File: config.mk
export PLATFORM = sky130hd
export DESIGN_NAME = ctrl_pipe
export DESIGN_NICKNAME = d
export VERILOG_FILES = /design/src/rtl/ctrl_pipe.sv
export SDC_FILE = /design/constraint.sdc
export NUM_CORES = 1
export LEC_CHECK = 0
export ABC_AREA = 1
export CAP_MARGIN = 20
export CORE_ASPECT_RATIO = 0.5
export CORE_UTILIZATION = 55
export DETAILED_ROUTE_END_ITERATION = 10
export DONT_BUFFER_PORTS = 1
export PLACE_DENSITY = 0.76
export SLEW_MARGIN = 20
export SYNTH_ARGS = -nofsm -noshare
export SYNTH_HDL_FRONTEND = slang
export SYNTH_SLANG_ARGS = --single-unit
export TNS_END_PERCENT = 30
File: constraint.sdc
create_clock -name clk -period 1 [get_ports clk]
set_input_delay 0.15 -clock clk [delete_from_list [all_inputs] [get_ports clk]]
set_output_delay 0.15 -clock clk [all_outputs]
set_load 0.02 [all_outputs]
File: src/rtl/ctrl_pipe.sv
// Control-word pipeline from ID into a DEPTH-stage chain with bubble insertion, flush squash and
// delay-slot nullification. Define CTRL_PIPE_PERF_EN to build the saturating bubble/squash counters.
module ctrl_pipe #(
    parameter int            CW     = 23,
    parameter int            DEPTH  = 3,
    parameter logic [CW-1:0] BUBBLE = CW'(23'h000040)
) (
    input  logic                       clk,
    input  logic                       rst_n,
    input  logic [CW-1:0]              id_ctrl,
    input  logic                       id_valid,
    input  logic                       stall,
    input  logic                       flush,
    input  logic                       br_taken,
    input  logic                       nullify,
    output logic [DEPTH*CW-1:0]        stage_ctrl,
    output logic [DEPTH-1:0]           stage_vld,
    output logic                       busy,
    output logic [$clog2(DEPTH+1)-1:0] occ,
    output logic                       nul_pend,
    output logic [15:0]                bubble_cnt,
    output logic [15:0]                squash_cnt
);
    localparam int OW = $clog2(DEPTH+1);

    typedef enum logic {RUN, PEND} state_t;

    // Handshake: there is no back-pressure into ID; a word is accepted on an edge
    // exactly when stage 0 loads it with valid=1, and stall only bubbles stage 0.
    state_t                   state;
    logic [DEPTH-1:0][CW-1:0] stages;
    logic [CW-1:0]            s0_ctrl;
    logic                     s0_vld;
    logic                     is_bubble;
    logic                     is_squash;
    logic                     squash_cond;
    logic [OW-1:0]            occ_c;

    assign squash_cond = ((state == RUN) && br_taken && nullify) || (state == PEND);

    always_comb begin
        s0_ctrl   = BUBBLE;
        s0_vld    = 1'b0;
        is_bubble = 1'b0;
        is_squash = 1'b0;
        if (flush) begin
            is_squash = 1'b1;
        end else if (stall) begin
            is_bubble = 1'b1;
        end else if (squash_cond) begin
            is_squash = 1'b1;
        end else if (!id_valid) begin
            is_bubble = 1'b1;
        end else begin
            s0_ctrl = id_ctrl;
            s0_vld  = 1'b1;
        end
    end

    // Nullify FSM: a taken nullifying branch seen under stall defers the
    // delay-slot squash until the first unstalled edge.
    always_ff @(posedge clk or negedge rst_n) begin
        if (!rst_n) begin
            state <= RUN;
        end else begin
            case (state)
                RUN: begin
                    if (br_taken && nullify && stall && !flush)
                        state <= PEND;
                end
                PEND: begin
                    if (flush || !stall)
                        state <= RUN;
                end
                default: state <= RUN;
            endcase
        end
    end

    assign nul_pend = (state == PEND);

    always_ff @(posedge clk or negedge rst_n) begin
        if (!rst_n) begin
            for (int k = 0; k < DEPTH; k++)
                stages[k] <= BUBBLE;
            stage_vld <= '0;
        end else begin
            stages[0] <= s0_ctrl;
            for (int k = 1; k < DEPTH; k++)
                stages[k] <= stages[k-1];
            stage_vld <= {stage_vld[DEPTH-2:0], s0_vld};
        end
    end

    assign stage_ctrl = stages;

    always_comb begin
        occ_c = '0;
        for (int i = 0; i < DEPTH; i++)
            occ_c = occ_c + OW'(stage_vld[i]);
    end

    assign occ  = occ_c;
    assign busy = |stage_vld;

`ifdef CTRL_PIPE_PERF_EN
    logic [15:0] bub_q;
    logic [15:0] sq_q;

    always_ff @(posedge clk or negedge rst_n) begin
        if (!rst_n) begin
            bub_q <= 16'h0000;
            sq_q  <= 16'h0000;
        end else begin
            if (is_bubble && (bub_q != 16'hFFFF))
                bub_q <= bub_q + 16'h0001;
            if (is_squash && (sq_q != 16'hFFFF))
                sq_q <= sq_q + 16'h0001;
        end
    end

    assign bubble_cnt = bub_q;
    assign squash_cnt = sq_q;
`else
    logic unused_perf;
    assign unused_perf = is_bubble ^ is_squash;
    assign bubble_cnt  = 16'h0000;
    assign squash_cnt  = 16'h0000;
`endif

endmodule

==> summary.txt, run 1 <==
Clock tree
  • CTS buffer count: 9
  • Clock Sinks: 73
  • CTS tree: yes
  • Clock Tree Root: clkbuf_8
  • Later-pin clock latency in the skew report: 0.34 ns
  • Reg clk slew, reported paths: 0.07 ns
  • Post-CTS Hold Fix Bufs: 26
  • H-tree depth: 3
  • Clock tree buffer depth: 2

Power and ir drop
  • PwrDens: 2000 nW/um^2
  • Peak supply drop: 0.863 mV
  • Tot Pwr: 6.39 mW
  • LEAKAGE: 1.69 nW

Placement
  • IO buf count: 0
  • GP Congestion: 0.637
  • Inst Count DP: ~220
  • HPWL after DPL: 2540 um

Detailed routing
  • Final WL: 4600 um
  • Routed Antenna Nets: 0
  • Drt drc: 0
  • Initial drt markers: 36
  • Total number of vias: ~1300
  • Drt via density: 4.65
  • Pre-Repair DR Iteration Count: 4
  • WL/cell: 16.9 um

STA
  • F_max: around 640 MHz
  • Final max-slew violation count: 0
  • Worst Slack Setup Final: -0.570 ns
  • Unrepaired setup endpoints after global routing: yes
  • Fin Hold WS: -0.498 ns
  • Period utilization: 157%
  • Clk_skew: around 0.0054 ns
  • Minimum clock period after layout: approximately 1.6 ns
  • Fin Setup TNS: -2.29 ns
  • Final Hold Viols: 73
  • Setup violators final: 20

Cells and area
  • Nets: 244
  • Post-route non-filler standard cell count: 272
  • Area Overhead vs Synth: 28.4%
  • Most frequent cells in the layout: 67 x dfrtp_1, 32 x conb_1, 24 x dlygate4sd3_1, 23 x inv_1, 15 x nor3_2
  • Share of cells above drive strength 1: 29.8%
  • FF/Latch Area: 1830 um^2
  • Layout filler cell count: between 200 and 250
  • Multi-input gate area: ~470 um^2
  • Antenna fix cells: 0
  • Final Util: 77.6%
  • Most common cell after layout, fill and taps aside: dfrtp_1

Min path
  • Min-delay worst type: in -> async

Worst setup path
  • Crit Path Category: reg -> out
  • CP arrival: 1.42 ns
  • Max incr delay on CP: 0.65 ns
  • Worst path top cell family by delay: adder cells
  • Critical-path maximum fanout: 2
  • CP max stage cell: fa_2
  • Critical path startpoint category: register
  • CP required: 0.85 ns
  • Worst path cell trace: fa_2
  • Worst path bufs/invs: 0
  • Endpoint type of the worst setup path: primary output

Die
  • Top Ports: 138
  • Die ar.: 4820 um^2
  • Die width: 97.2 um
  • Die height: a little under 50 um
  • Core Footprint: 4120 um^2
  • Row cnt: 16
  • Initial core utilization: roughly three fifths

Global routing
  • Global-route wire length before repair: 6420 um
  • Initial antenna violation count: 0
  • Pin count of the biggest net entering global routing: 74
  • Grt total ovfl: 0
  • Vias in the first global route: 1193
  • Total GRT Usage: 19.0%

Synth
  • Distinct cells, synth: 16
  • Cell Area, Synth: 2490 um^2
  • Post-synth top area cell: dfrtp_1
  • Synth top area cells: dfrtp_1 70%, buf_4 9.6%, nor3_2 8.0%
  • FF+latch count, synth: 73
  • Seq/Total Area, Yosys: 73.4%
  • YS warnings: 0
  • Syn_area_per_cell: 15.0 um^2
  • Synth top area share: 70.3%
  • Cell count after synthesis: 166

Outcome
  • Failing checks: negative hold slack, negative setup slack
  • Status: finished, violations left

Flow run
  • Max_cap viols: 0
## registers in the layout, indices dropped and copies added (netlist names)
signal and flops:
nul_pend 1, stage_ctrl 69, stage_vld 3
## what timing repair did
action	4_1_cts	5_1_grt
hold endpoints to repair	98	73
pin swaps	2	10
cloned	0	3
setup endpoints to repair	10	34
buffers inserted	1	3
gates resized for setup	5	21
## power by group
group          switching (mW)  internal (mW)
logic                   0.278          0.189
clock network            1.05           1.73
registers               0.122           3.02
total                    1.45           4.94
## metal layers
metal	vias up	track usage, %	part of all wire [%]
li1	534	-	-
met3	8	11.1	8.7
met1	636	19.0	36
met2	88	32.3	53
met4	0	8.96	1.8
met5	-	0	0
## layout make-up
type,count,area share (%)
Tap cell,54,2.11
Clock inverter,6,3.60
Sequential cell,73,57.3
Timing Repair Buffer,41,15.1
Inverter,24,2.81
Multi-Input combinational cell,64,14.8
Clock buffer,10,4.30
## final timing paths
path | slack [ns] | startpoint | cells after the start | to
hold / removal | -0.50 | rst_n | 0 | stage_ctrl[12]$_DFF_PN0_
setup / recovery | -0.57 | stage_vld[1]$_DFF_PN0_ | 1 | occ[0]
hold reg to reg | 0.42 | stage_ctrl[6]$_DFF_PN1_ | 0 | stage_ctrl[29]$_DFF_PN1_
max in group asynchronous | 1.32 | rst_n | 0 | stage_ctrl[52]$_DFF_PN1_
setup reg to reg | -0.03 | nul_pend$_DFF_PN0_ | 4 | stage_ctrl[7]$_DFF_PN0_
min in group clk | 0.14 | flush | 2 | nul_pend$_DFF_PN0_
## cell usage after synthesis (all sizes together)
cell	instances
nor3	22
conb	1
nor2	3
dfstp	3
inv	24
nand2	5
or3	1
dfrtp	70
fa	1
buf	36
## stage by stage
step | worst slack (ns) | cell area, um^2 | hold slack [ns]
after floorplan | -0.236 | 2610 | -0.146
after global placement | -0.180 | 2460 | -0.144
after detailed placement | -0.208 | 2460 | -0.144
after CTS | -0.581 | 3010 | -0.515
after global routing | -0.601 | 3200 | -0.530
final | -0.570 | 3200 | -0.498
## kinds of logic after synthesis
group	synth area share, %
flip-flops	73.4
adder cells (fa/ha/maj)	0.803
other	0.150
buffers and inverters	15.2
AND/OR/NAND/NOR	10.4
No activity file was read; power rests on OpenSTA's default activity.
==> inputs of run 2 (changes only) <==
--- a/config.mk
+++ b/config.mk
@@ -8,12 +8,11 @@
 export ABC_AREA = 1
 export CAP_MARGIN = 20
 export CORE_ASPECT_RATIO = 0.5
-export CORE_UTILIZATION = 55
+export CORE_UTILIZATION = 34
 export DETAILED_ROUTE_END_ITERATION = 10
-export DONT_BUFFER_PORTS = 1
-export PLACE_DENSITY = 0.76
+export PLACE_DENSITY = 0.78
 export SLEW_MARGIN = 20
 export SYNTH_ARGS = -nofsm -noshare
 export SYNTH_HDL_FRONTEND = slang
 export SYNTH_SLANG_ARGS = --single-unit
-export TNS_END_PERCENT = 30
+export TNS_END_PERCENT = 100
==> summary.txt, run 2 (synthesized netlist as in run 1, its figures left out) <==
Outcome
  • Status: finished, violations left
  • Failing checks: negative setup slack

Worst setup path
  • Worst path cell trace: fa_2 > buf_6
  • Max incr delay on CP: between 0.5 and 0.6 ns
  • RR Startpoint: nul_pend$_DFF_PN0_
  • CP arrival: 1.43 ns
  • CP max stage cell: fa_2
  • CP required: 0.85 ns
  • Crit Path Category: reg -> out
  • Endpoint type of the worst setup path: primary output
  • Crit path from: stage_vld[1]$_DFF_PN0_
  • Critical-path maximum fanout: 2
  • Critical path startpoint category: register

Cells and area
  • Final Util: between 60% and 70%
  • Post-route non-filler standard cell count: about 410
  • Area Overhead vs Synth: 77.0%
  • Most common cell after layout, fill and taps aside: buf_6
  • Antenna fix cells: 0
  • Most frequent cells in the layout: 74 x buf_6, 67 x dfrtp_1, 32 x conb_1, 30 x buf_4, 28 x clkdlybuf4s50_1
  • Max reg flops: 69
  • Final Cell Area: roughly 4400 um^2
  • Share of cells above drive strength 1: 51.9%
  • Nets: 348

Clock tree
  • CTS tree: yes
  • H-tree depth: 3
  • Clock Tree Root: clkbuf_16
  • Clock tree buffer depth: 2
  • Later-pin clock latency in the skew report: 0.34 ns
  • Reg clk slew, reported paths: approximately 0.05 ns
  • CTS buffer count: 9
  • Clock Sinks: 73

STA
  • Fin Hold WS: ~0.32 ns
  • Clk_skew: 0.0113 ns
  • Setup violators final: 74
  • Minimum clock period after layout: approximately 1.6 ns
  • Unrepaired setup endpoints after global routing: yes
  • Worst Slack Setup Final: -0.577 ns
  • Final Hold Viols: 0
  • F_max: around 630 MHz
  • Period utilization: 158%
  • Final max-slew violation count: 0

Die
  • Die width: ~120 um
  • Top Ports: 138
  • Die height: 62.5 um
  • Initial core utilization: 36.2%
  • Row cnt: 21
  • Die ar.: between 7000 and 8000 um^2
  • Core Footprint: 6880 um^2

Placement
  • Inst Count DP: around 370
  • GP Congestion: 0.746
  • HPWL after DPL: 3920 um
  • Placed cell area: 3620 um^2
  • IO buf count: 105

Detailed routing
  • Drt via density: 4.21
  • Final WL: ~7300 um
  • Total number of vias: roughly 1700
  • Routed Antenna Nets: 0
  • WL/cell: ~18 um
  • Drt drc: 0
  • Initial drt markers: 68
  • Pre-Repair DR Iteration Count: 4

Flow run
  • Max_cap viols: 0

Global routing
  • Global-route wire length before repair: a little under 10000 um
  • Total GRT Usage: about 18%
  • Grt total ovfl: 0
  • Pin count of the biggest net entering global routing: 74
  • Initial antenna violation count: 0
  • Vias in the first global route: 1750

Power and ir drop
  • Tot Pwr: 7.72 mW
  • PwrDens: 1750 nW/um^2
  • Peak supply drop: 0.834 mV
  • LEAKAGE: 2.31 nW

Min path
  • Min-delay worst type: in -> reg
  • Hold Startpoint: id_ctrl[6]
## run 2: cell count changes in the layout (fill, tap and decap cells not counted), sizes merged, moves of 2 or more
cell / before / now
dlygate4sd3: 24 / 1
dlymetal6s4s: 2 / 0
clkbuf: 13 / 11
clkdlybuf4s50: 0 / 28
clkinv: 2 / 0
buf: 12 / 114
## run 2: critical path, delay by kind of cell (launching register included)
kind	cells	cell delay (ns)
fa+ha+maj	1	0.57
buf+inv	1	0.11
flops	1	0.42
## run 2: through the flow
stage,worst slack (ns),setup TNS [ns]
2_1_floorplan,-0.236,-0.364
3_5_place_dp,-0.712,-14.53
6_report,-0.577,-3.82
3_3_place_gp,-0.705,-12.95
4_1_cts,-0.582,-2.70
5_1_grt,-0.607,-5.41
## run 2: power by group
| group | switching, mW | internal, mW |
|---|---|---|
| Sequential | 0.0509 | 3.03 |
| Combinational | 0.490 | 0.369 |
| Clock | 1.27 | 2.51 |
| Total | 1.81 | 5.91 |
## run 2: metal layers
layer  up-vias  part of all wire [%]  track usage, %
li1        747                     -               -
met1       902                    38            20.2
met2        75                    54            32.2
met3        18                   3.9            4.01
met4         0                   3.4            6.93
met5         -                     0               0
## run 2: worst paths after layout
| path | endpoint | slack (ns) | cells past startpoint |
|---|---|---|---|
| worst min register to register | stage_ctrl[52]$_DFF_PN1_ | 0.38 | 0 |
| max in group asynchronous | stage_ctrl[52]$_DFF_PN1_ | 0.27 | 3 |
| worst max-delay path | occ[0] | -0.58 | 2 |
| worst max register to register | stage_ctrl[1]$_DFF_PN0_ | -0.12 | 4 |
| worst min-delay path | stage_ctrl[6]$_DFF_PN1_ | 0.32 | 3 |
| min in group asynchronous | stage_ctrl[38]$_DFF_PN0_ | 0.40 | 3 |
## run 2: what timing repair did
action	4_1_cts	5_1_grt
hold buffers	1	0
gates cloned	1	1
resized for setup	420	56
endpoints found under the hold margin	70	0
buffers inserted	14	9
setup endpoints to repair	92	89
pin swaps	3	8
## run 2: layout make-up
type	instances	area (um^2)
clock buffers	10	239
clock inverters	6	114
fillers	441	2470
inverters	24	90.1
multi-input cells	65	554
flip-flops and latches	73	1830
well taps	92	115
repair buffers	144	1460
